==> config.mk <==
export PLATFORM = sky130hd
export DESIGN_NAME = player_input_ctrl_flat
export DESIGN_NICKNAME = d
export VERILOG_FILES = /design/src/rtl/player_input_ctrl_if.sv /design/src/rtl/player_input_ctrl.sv /design/src/flat_wrapper.sv
export SDC_FILE = /design/constraint.sdc
export NUM_CORES = 1
export LEC_CHECK = 0
export CORE_AREA = 2 2 207 209
export DETAILED_ROUTE_END_ITERATION = 8
export DIE_AREA = 0 0 209 211
export HOLD_SLACK_MARGIN = 0.12
export SLEW_MARGIN = 40
export SYNTH_ARGS = -nofsm -noshare
export SYNTH_HDL_FRONTEND = slang
export SYNTH_SLANG_ARGS = --single-unit
==> constraint.sdc <==
create_clock -name clk -period 6.9 [get_ports clk]
set_input_delay 0.69 -clock clk [delete_from_list [all_inputs] [get_ports clk]]
set_output_delay 0.69 -clock clk [all_outputs]
set_load 0.05 [all_outputs]
==> src/rtl/player_input_ctrl_if.sv <==
// Keyboard and round-control bundle feeding player_input_ctrl.
// The keyboard decoder/game core side drives it through the master modport.
interface player_input_ctrl_if;
    logic         key_valid;
    logic [8:0]   last_change;
    logic [511:0] key_down;
    logic         round_start;
    logic         round_end;
    logic         move_tick;

    modport master (
        output key_valid, last_change, key_down,
        output round_start, round_end, move_tick
    );

    modport slave (
        input key_valid, last_change, key_down,
        input round_start, round_end, move_tick
    );
endinterface

==> src/rtl/player_input_ctrl.sv <==
// Two-player turn queueing from PS/2 key events, committed on move ticks.
// Define ARROW_KEYS_EN to map player2 onto the arrow keys instead of I/J/K/L.
module player_input_ctrl (
    input  logic               clk,
    input  logic               rst,
    player_input_ctrl_if.slave bus,
    output logic [1:0]         player1_dir,
    output logic [1:0]         player2_dir,
    output logic [1:0]         p1_qcnt,
    output logic [1:0]         p2_qcnt,
    output logic               q_ovf,
    output logic               running,
    output logic               led_w,
    output logic               led_a,
    output logic               led_s,
    output logic               led_d
);

    localparam logic [8:0] K_W = 9'h01D;
    localparam logic [8:0] K_D = 9'h023;
    localparam logic [8:0] K_S = 9'h01B;
    localparam logic [8:0] K_A = 9'h01C;

`ifdef ARROW_KEYS_EN
    localparam logic [8:0] K2_UP = 9'h175;
    localparam logic [8:0] K2_RT = 9'h174;
    localparam logic [8:0] K2_DN = 9'h172;
    localparam logic [8:0] K2_LT = 9'h16B;
`else
    localparam logic [8:0] K2_UP = 9'h043;
    localparam logic [8:0] K2_RT = 9'h04B;
    localparam logic [8:0] K2_DN = 9'h042;
    localparam logic [8:0] K2_LT = 9'h03B;
`endif

    typedef enum logic {IDLE, RUN} state_t;

    // q0 is the head; q1 is only meaningful when cnt == 2
    typedef struct packed {
        logic [1:0] dir;
        logic [1:0] q0;
        logic [1:0] q1;
        logic [1:0] cnt;
    } pq_t;

    localparam pq_t P1_RST = '{dir: 2'b01, q0: 2'b00, q1: 2'b00, cnt: 2'd0};
    localparam pq_t P2_RST = '{dir: 2'b11, q0: 2'b00, q1: 2'b00, cnt: 2'd0};

    state_t state_q, state_d;
    pq_t    p1_q, p2_q, p1_n, p2_n;
    logic   ovf_q, ovf1, ovf2;
    logic   press, run_ops;
    logic   c1v, c2v;
    logic [1:0] c1d, c2d;
    logic [3:0] led_q;

    // Returns {overflow, next queue state}
    function automatic logic [8:0] step(
        input pq_t        c,
        input logic       cv,
        input logic [1:0] cd,
        input logic       tick
    );
        pq_t        n;
        logic [1:0] rd;
        logic [1:0] slot;
        logic       pop, legal, push, ovf;
        n     = c;
        rd    = (c.cnt == 2'd0) ? c.dir :
                (c.cnt == 2'd1) ? c.q0 : c.q1;
        pop   = tick && (c.cnt != 2'd0);
        legal = cv && (cd != rd) && (cd != (rd ^ 2'b10));
        push  = legal && ((c.cnt != 2'd2) || pop);
        ovf   = legal && !push;
        slot  = c.cnt - {1'b0, pop};
        if (pop) begin
            n.dir = c.q0;
            n.q0  = c.q1;
        end
        if (push) begin
            if (slot == 2'd0) n.q0 = cd;
            else              n.q1 = cd;
        end
        n.cnt = c.cnt + {1'b0, push} - {1'b0, pop};
        return {ovf, n};
    endfunction

    always_comb begin
        press = bus.key_valid && bus.key_down[bus.last_change];
        c1v = 1'b0;
        c1d = 2'b00;
        c2v = 1'b0;
        c2d = 2'b00;
        unique case (1'b1)
            (bus.last_change == K_W):   begin c1v = press; c1d = 2'b00; end
            (bus.last_change == K_D):   begin c1v = press; c1d = 2'b01; end
            (bus.last_change == K_S):   begin c1v = press; c1d = 2'b10; end
            (bus.last_change == K_A):   begin c1v = press; c1d = 2'b11; end
            (bus.last_change == K2_UP): begin c2v = press; c2d = 2'b00; end
            (bus.last_change == K2_RT): begin c2v = press; c2d = 2'b01; end
            (bus.last_change == K2_DN): begin c2v = press; c2d = 2'b10; end
            (bus.last_change == K2_LT): begin c2v = press; c2d = 2'b11; end
            default: ;
        endcase
    end

    // A round_start reload overrides any push/pop in the same cycle
    always_comb begin
        run_ops = (state_q == RUN) && !bus.round_start;
        {ovf1, p1_n} = step(p1_q, c1v && run_ops, c1d,
                            bus.move_tick && run_ops);
        {ovf2, p2_n} = step(p2_q, c2v && run_ops, c2d,
                            bus.move_tick && run_ops);
    end

    always_comb begin
        state_d = state_q;
        running = (state_q == RUN);
        unique case (state_q)
            IDLE: if (bus.round_start && !bus.round_end) state_d = RUN;
            RUN:  if (bus.round_end) state_d = IDLE;
            default: state_d = IDLE;
        endcase
    end

    always_ff @(posedge clk) begin
        if (rst) begin
            state_q <= IDLE;
            p1_q    <= P1_RST;
            p2_q    <= P2_RST;
            ovf_q   <= 1'b0;
            led_q   <= 4'b0000;
        end else begin
            state_q <= state_d;
            if (bus.round_start) begin
                p1_q <= P1_RST;
                p2_q <= P2_RST;
            end else begin
                p1_q  <= p1_n;
                p2_q  <= p2_n;
                ovf_q <= ovf_q | ovf1 | ovf2;
            end
            led_q <= {bus.key_down[K_W], bus.key_down[K_A],
                      bus.key_down[K_S], bus.key_down[K_D]};
        end
    end

    assign player1_dir = p1_q.dir;
    assign player2_dir = p2_q.dir;
    assign p1_qcnt     = p1_q.cnt;
    assign p2_qcnt     = p2_q.cnt;
    assign q_ovf       = ovf_q;
    assign {led_w, led_a, led_s, led_d} = led_q;

endmodule
==> src/flat_wrapper.sv <==
// flat-port wrapper written by rule: the top's interface ports become plain ports
module player_input_ctrl_flat 
  (clk, rst, player1_dir, player2_dir, p1_qcnt, p2_qcnt, q_ovf, running, led_w, led_a, led_s, led_d, bus_key_valid, bus_last_change, bus_key_down, bus_round_start, bus_round_end, bus_move_tick);
  player_input_ctrl_if bus_i ();
  input  logic clk;
  input  logic rst;
  output logic [1:0] player1_dir;
  output logic [1:0] player2_dir;
  output logic [1:0] p1_qcnt;
  output logic [1:0] p2_qcnt;
  output logic q_ovf;
  output logic running;
  output logic led_w;
  output logic led_a;
  output logic led_s;
  output logic led_d;
  input wire logic [$bits(bus_i.key_valid)-1:0] bus_key_valid;
  input wire logic [$bits(bus_i.last_change)-1:0] bus_last_change;
  input wire logic [$bits(bus_i.key_down)-1:0] bus_key_down;
  input wire logic [$bits(bus_i.round_start)-1:0] bus_round_start;
  input wire logic [$bits(bus_i.round_end)-1:0] bus_round_end;
  input wire logic [$bits(bus_i.move_tick)-1:0] bus_move_tick;
  assign bus_i.key_valid = bus_key_valid;
  assign bus_i.last_change = bus_last_change;
  assign bus_i.key_down = bus_key_down;
  assign bus_i.round_start = bus_round_start;
  assign bus_i.round_end = bus_round_end;
  assign bus_i.move_tick = bus_move_tick;
  player_input_ctrl u_core (.clk(clk), .rst(rst), .bus(bus_i), .player1_dir(player1_dir), .player2_dir(player2_dir), .p1_qcnt(p1_qcnt), .p2_qcnt(p2_qcnt), .q_ovf(q_ovf), .running(running), .led_w(led_w), .led_a(led_a), .led_s(led_s), .led_d(led_d));
endmodule
==> run metrics, run 1 <==
Reg power frac=21.7%; Hold Path End=u_core.p1_q[3]$_SDFFE_PP0P_; FF+latch count, synth=22; GRT overflow=0; Row Count=75; share of cells above drive strength 1=13.50%; Filler Cell Count=4,634; FFs w/ async S/R, synth=0%; Synth top area share=25.38%; insertion delay to the later sink of the worst-skew pair=0.26 ns; Global Route Usage Sum=8.506%; vias=3,958; slew margin rel.=56.01%; Clock Skews=0.002181 ns; peak supply drop=0.00007295 V; largest net degree at the start of global routing=57; Leak Pwr=2.366 nW; pre-CTS setup slack=2.618 ns; Syn Nets=858; worst path arrival time=3.94 ns; Worst Tran Pin Value=0.6598 ns; DR WL/cell=17.45 um; Worst path max stage delay=0.55 ns; worst-path cell chain=buf_4, buf_4, mux4_2, mux2i_1, nor2_1, nor3_1, a21o_2, nor4_1, ha_1, and2_1; initial antenna violation count=3; top cells by count, synth=mux4_2, mux2i_1, nand2_1; core box area=41,760 sq um; H-tree depth=1; final worst slack=3.116 ns; Crit Path Max Fanout=39; clock-pin slew on the worst setup and hold paths=0.06 ns; Worst R2R Path Depth=8; min cycle time layout=3.784 ns; total of max-cap violations=0; Bufs on Longest Clock Path=2; Post-CTS Setup Bufs=0; Setup Viol. Count Final=0; Setup TNS=0 ns; number of global-route vias before repair=4,366; Starting Density=8.926%; fin crit share=54.84%; cell mode on critical path=buf_4; syn avg cell area=11.40 sq um; post-CTS resize count=0; cell taking the most area after synthesis=mux4_2; final core occ=16.95%; CP Launch Type=input pin; combinational share of power=55.7%; design area=7078 sq um; crit path capture type=flop; Yosys warnings=0; Synth area leaders=mux4_2, mux4_1, dfxtp_1, mux2i_1, nand2_1; cells after synthesis=327; EDFF count, synth=0; sequential fraction of the synthesis area=11.82%; Hold Vio Cnt, Final=0; worst r2r src=u_core.p1_qcnt[0]$_SDFF_PP0_; total CTS buffers=3; Die Y=211 um; DRT iter0 DRCs=125; WL final=19.63 mm; worst hold path startpoint=u_core.p1_q[3]$_SDFFE_PP0P_; worst hold margin=0.4532 ns; first-pass GRT wire length=27.28 mm; dpl cell area=6992 sq um; run status=completed; Synth Cell Area=3727 sq um; final net count=1,117; Die X=209 um; Int Power=0.4326 mW; pwr dens=83.92 nW/um^2; P&R area growth vs syn=89.90%; RD Place Congestion=0.7598; RSZ-0062 raised after global routing=no; count leader, synth=mux4_2; Fmax=0.2643 GHz; hold path depth=2; switching share of total power=27.17%; capturing point of the worst reg2reg path=u_core.p1_qcnt[0]$_SDFF_PP0_; post-DR vias/cell=3.518; DP Wirelength=16.94 mm; clk sink count=22; switching power=0.1614 mW; clock power share=22.6%; number of port buffers=284; clock root buffer=clkbuf_16; slack of the worst reg-to-reg path=4.20 ns; Residual DRC=0; slowest CP cell=mux4_2; Worst Hold Class=flop to flop; crit path kind=input pin to flop; die footprint=44,100 sq um; first-pass detailed-route iteration total=4; I/O Pins=541; Worst EP required=7.05 ns; top_reg_cell synth=dfxtp_1; antenna-violating nets left=0; Netlist cell types=60; CTS tree=done; max-slew violations=0; hold_buf cts=0
## stage by stage
step	power (mW)	instances
3_3_place_gp	0.4689	1120
4_1_cts	0.6084	1124
6_report	0.5940	1125
2_1_floorplan	0.2712	327
3_5_place_dp	0.4719	1120
5_1_grt	0.6274	1124
## worst max-delay path: cells and delay by family
family	cells	cell delay, ns
adder cells (fa/ha/maj)	1	0.32
AO/OA/AOI/OAI	1	0.36
AND/OR/NAND/NOR	4	0.74
multiplexers	2	0.77
buffers and inverters	2	1.00
## area by class of cell
class                      count  area, sq um  area share, %
sequential                    22        440.4          6.222
tap                          539        674.4          9.528
multi-input combinational    262         2967          41.91
antenna                        1        2.502        0.03535
clock buffer                   4        88.84          1.255
timing repair buffer         290         2879          40.68
inverter                       7        26.28         0.3712
## worst max-delay path by stage
stage	start	end	slack, ns
6_report	bus_last_change[0]	u_core.p2_qcnt[0]$_SDFF_PP0_	3.12
5_1_grt	bus_last_change[0]	u_core.p2_qcnt[1]$_SDFF_PP0_	2.70
4_1_cts	bus_last_change[2]	u_core.p1_qcnt[0]$_SDFF_PP0_	2.84
3_5_place_dp	bus_last_change[2]	u_core.p1_qcnt[0]$_SDFF_PP0_	2.62
3_3_place_gp	bus_last_change[2]	u_core.p1_qcnt[1]$_SDFF_PP0_	2.64
2_1_floorplan	bus_last_change[0]	u_core.p2_qcnt[0]$_SDFF_PP0_	3.78
## routing by layer
metal	routed length, um	track usage [%]
met1	7983	10.28
met2	10190	16.08
met3	1071	1.011
met4	374	1.773
met5	7	0
## placed cells by master (no fill, tap or decap), types with 3 or more instances in the layout
cell	synthesis	routed
clkbuf_16	0	3
a31oi_1	3	3
nor2_1	16	15
and2_1	4	4
mux2_2	4	4
nor3b_1	5	5
a21oi_1	5	5
nand3b_1	3	3
a22oi_1	4	4
ha_1	4	4
nand2_1	27	27
nor4_1	6	6
mux4_1	19	19
mux2i_1	39	39
mux4_2	42	42
a211oi_1	4	4
buf_4	12	8
o21ai_0	5	5
dfxtp_1	22	22
nor3_1	7	7
xor2_1	3	3
nand2b_1	4	4
nor2b_1	11	11
inv_1	7	7
clkdlybuf4s50_1	0	280
nand3_1	7	7
## flip-flops by register name, indices dropped and copies added, names as in the netlist
name,flops
u_core.q_ovf,1
u_core.led_q,4
u_core.p1_q,4
u_core.running,1
u_core.p2_qcnt,2
u_core.p1_qcnt,2
u_core.p2_q,4
u_core.player2_dir,2
u_core.player1_dir,2
## cell families after synthesis
kind of cell | Yosys count | synth area share, %
multiplexers | 106 | 51.26
buffers and inverters | 43 | 8.661
AO/OA/AOI/OAI | 40 | 8.929
adder cells (fa/ha/maj) | 4 | 1.343
XOR/XNOR | 5 | 1.175
AND/OR/NAND/NOR | 107 | 16.82
flip-flops | 22 | 11.82
## power by group through the flow
stage               Sequential (mW)  Combinational [mW]  Clock (mW)
floorplan                     0.137               0.134           0
global placement              0.132               0.337           0
detailed placement            0.132               0.340           0
CTS                           0.129               0.341       0.138
global route                  0.129               0.357       0.142
finish                        0.129               0.331       0.134
(Power assumes the default switching activity.)
==> inputs of run 2 (changes only) <==
--- a/config.mk
+++ b/config.mk
@@ -5,9 +5,9 @@
 export SDC_FILE = /design/constraint.sdc
 export NUM_CORES = 1
 export LEC_CHECK = 0
-export CORE_AREA = 2 2 207 209
+export CORE_AREA = 2 2 209 211
 export DETAILED_ROUTE_END_ITERATION = 8
-export DIE_AREA = 0 0 209 211
+export DIE_AREA = 0 0 211 213
 export HOLD_SLACK_MARGIN = 0.12
 export SLEW_MARGIN = 40
 export SYNTH_ARGS = -nofsm -noshare
==> constraint.sdc (replaced) <==
create_clock -name clk -period 3.54 [get_ports clk]
set_input_delay 0.354 -clock clk [delete_from_list [all_inputs] [get_ports clk]]
set_output_delay 0.354 -clock clk [all_outputs]
set_load 0.05 [all_outputs]
==> run 2 against run 1 <==
Wire length grew 2.1%; highest routed layer unchanged; global-route usage grew 0.070 points; total power grew 110%; cell count grew 2.6%; worst hold slack gained 0.016 ns; sequential power grew 95%.
==> run metrics, run 2 (synthesis results as in run 1) <==
placed cell count=1,149; Hold Vio Cnt, Final=0; Worst Hold Class=flop to flop; Die Y=213 um; clock root buffer=clkbuf_16; commonest non-fill, non-tap cell in the layout=clkdlybuf4s50_1; CTS tree=done; insertion delay to the later sink of the worst-skew pair=0.26 ns; Top Registers=u_core.led_q x4, u_core.p1_q x4, u_core.p2_q x4; P&R area growth vs syn=95.57%; Bufs on Longest Clock Path=2; first-pass detailed-route iteration total=5; initial antenna violation count=2; H-tree depth=1; peak supply drop=0.0001773 V; number of global-route vias before repair=4,414; CP Launch Type=input pin; Worst Tran Pin Value=0.5687 ns; design area=7289 sq um; WL final=20.03 mm; DRT iter0 DRCs=141; GRT overflow=0; final worst slack=0.4323 ns; worst path arrival time=3.27 ns; DP Wirelength=17.85 mm; crit path kind=input pin to flop; slew margin rel.=61.96%; total of max-cap violations=0; worst-path cell chain=clkdlybuf4s50_1, buf_4, nor4_1, nand2_1, or4_1, o211a_1, a31o_4, nor4_1, ha_1, and2_1; fin crit share=87.79%; vias=4,138; Worst EP required=3.70 ns; Crit Path Max Fanout=13; crit path capture type=flop; core box area=42,700 sq um; Leak Pwr=2.487 nW; pre-CTS setup slack=0.1814 ns; min cycle time layout=3.108 ns; total CTS buffers=3; first-pass GRT wire length=27.86 mm; Post-CTS Setup Bufs=0; Global Route Usage Sum=8.576%; die footprint=44,940 sq um; Fmax=0.3218 GHz; post-CTS resize count=0; RD Place Congestion=0.8036; largest net degree at the start of global routing=30; slowest CP cell=or4_1; slack of the worst reg-to-reg path=0.97 ns; dpl cell area=7182 sq um; DR WL/cell=17.36 um; Residual DRC=0; most frequent cells in the layout=clkdlybuf4s50_1, mux4_2, mux2i_1, buf_4, nand2_1; Clock Skews=0.005579 ns; clk sink count=22; Setup Viol. Count Final=0; Die X=211 um; Row Count=76; hold_buf cts=0; I/O Pins=541; cell mode on critical path=nor4_1; share of cells above drive strength 1=16.31%; Starting Density=8.730%; post-DR vias/cell=3.586; run status=completed; max-slew violations=0; RSZ-0062 raised after global routing=no; antenna-violating nets left=0; Worst path max stage delay=0.51 ns; fin cells=1,154; final net count=1,139; pwr dens=171.3 nW/um^2; number of port buffers=284; clock-pin slew on the worst setup and hold paths=0.07 ns; Setup TNS=0 ns
[run 2: cell count changes in the layout (fill, tap and decap cells not counted)]
cell	before	now
buf_12	0	2
buf_4	8	28
buf_6	1	0
bufinv_16	0	1
clkbuf_8	1	0
clkdlybuf4s50_1	280	281
nor2_1	15	16
nor2_2	2	1
[run 2: final cells by class]
class / count / area, sq um
clock inverters: 1 / 30.03
repair buffers: 312 / 3068
multi-input cells: 262 / 2964
flip-flops and latches: 22 / 440.4
clock buffers: 3 / 75.07
inverters: 7 / 26.28
fillers: 4747 / 35410
well taps: 546 / 683.2
diodes: 1 / 2.502
[run 2: final timing paths]
path / from / to / cells after the start
worst max-delay path: bus_last_change[2] / u_core.p1_qcnt[0]$_SDFF_PP0_ / 10
worst min-delay path: u_core.p1_q[3]$_SDFFE_PP0P_ / u_core.p1_q[3]$_SDFFE_PP0P_ / 2
worst max register to register: u_core.p1_qcnt[0]$_SDFF_PP0_ / u_core.p1_qcnt[0]$_SDFF_PP0_ / 8
worst min register to register: u_core.p1_q[3]$_SDFFE_PP0P_ / u_core.p1_q[3]$_SDFFE_PP0P_ / 2
[run 2: power breakdown]
part	internal (mW)	leakage [nW]	switching [mW]
logic	0.437	2.26	0.234
registers	0.250	0.179	0.00171
clock network	0.225	0.0511	0.101
[run 2: worst max-delay path: cells and delay by family]
| family | cells | cell delay, ns |
|---|---|---|
| buffers and inverters | 2 | 0.72 |
| adder cells (fa/ha/maj) | 1 | 0.29 |
| AND/OR/NAND/NOR | 5 | 1.49 |
| AO/OA/AOI/OAI | 2 | 0.40 |
[run 2: stage by stage]
step	hold slack [ns]	power (mW)	util, %
after CTS	0.4735	1.283	17.07
final	0.4697	1.248	17.07
after global placement	0.4432	0.9380	16.82
after floorplan	0.4256	0.5286	-
after global routing	0.4906	1.323	17.07
after detailed placement	0.4490	0.9446	16.82
[run 2: routing by layer]
layer  track usage, %  part of all wire (%)  up-vias
met5                0                 0.065        -
met4           0.4371                  0.25        2
met3            1.677                   8.0        6
met2            16.32                    50      245
met1            10.36                    42     1992
li1                 -                     -     1893
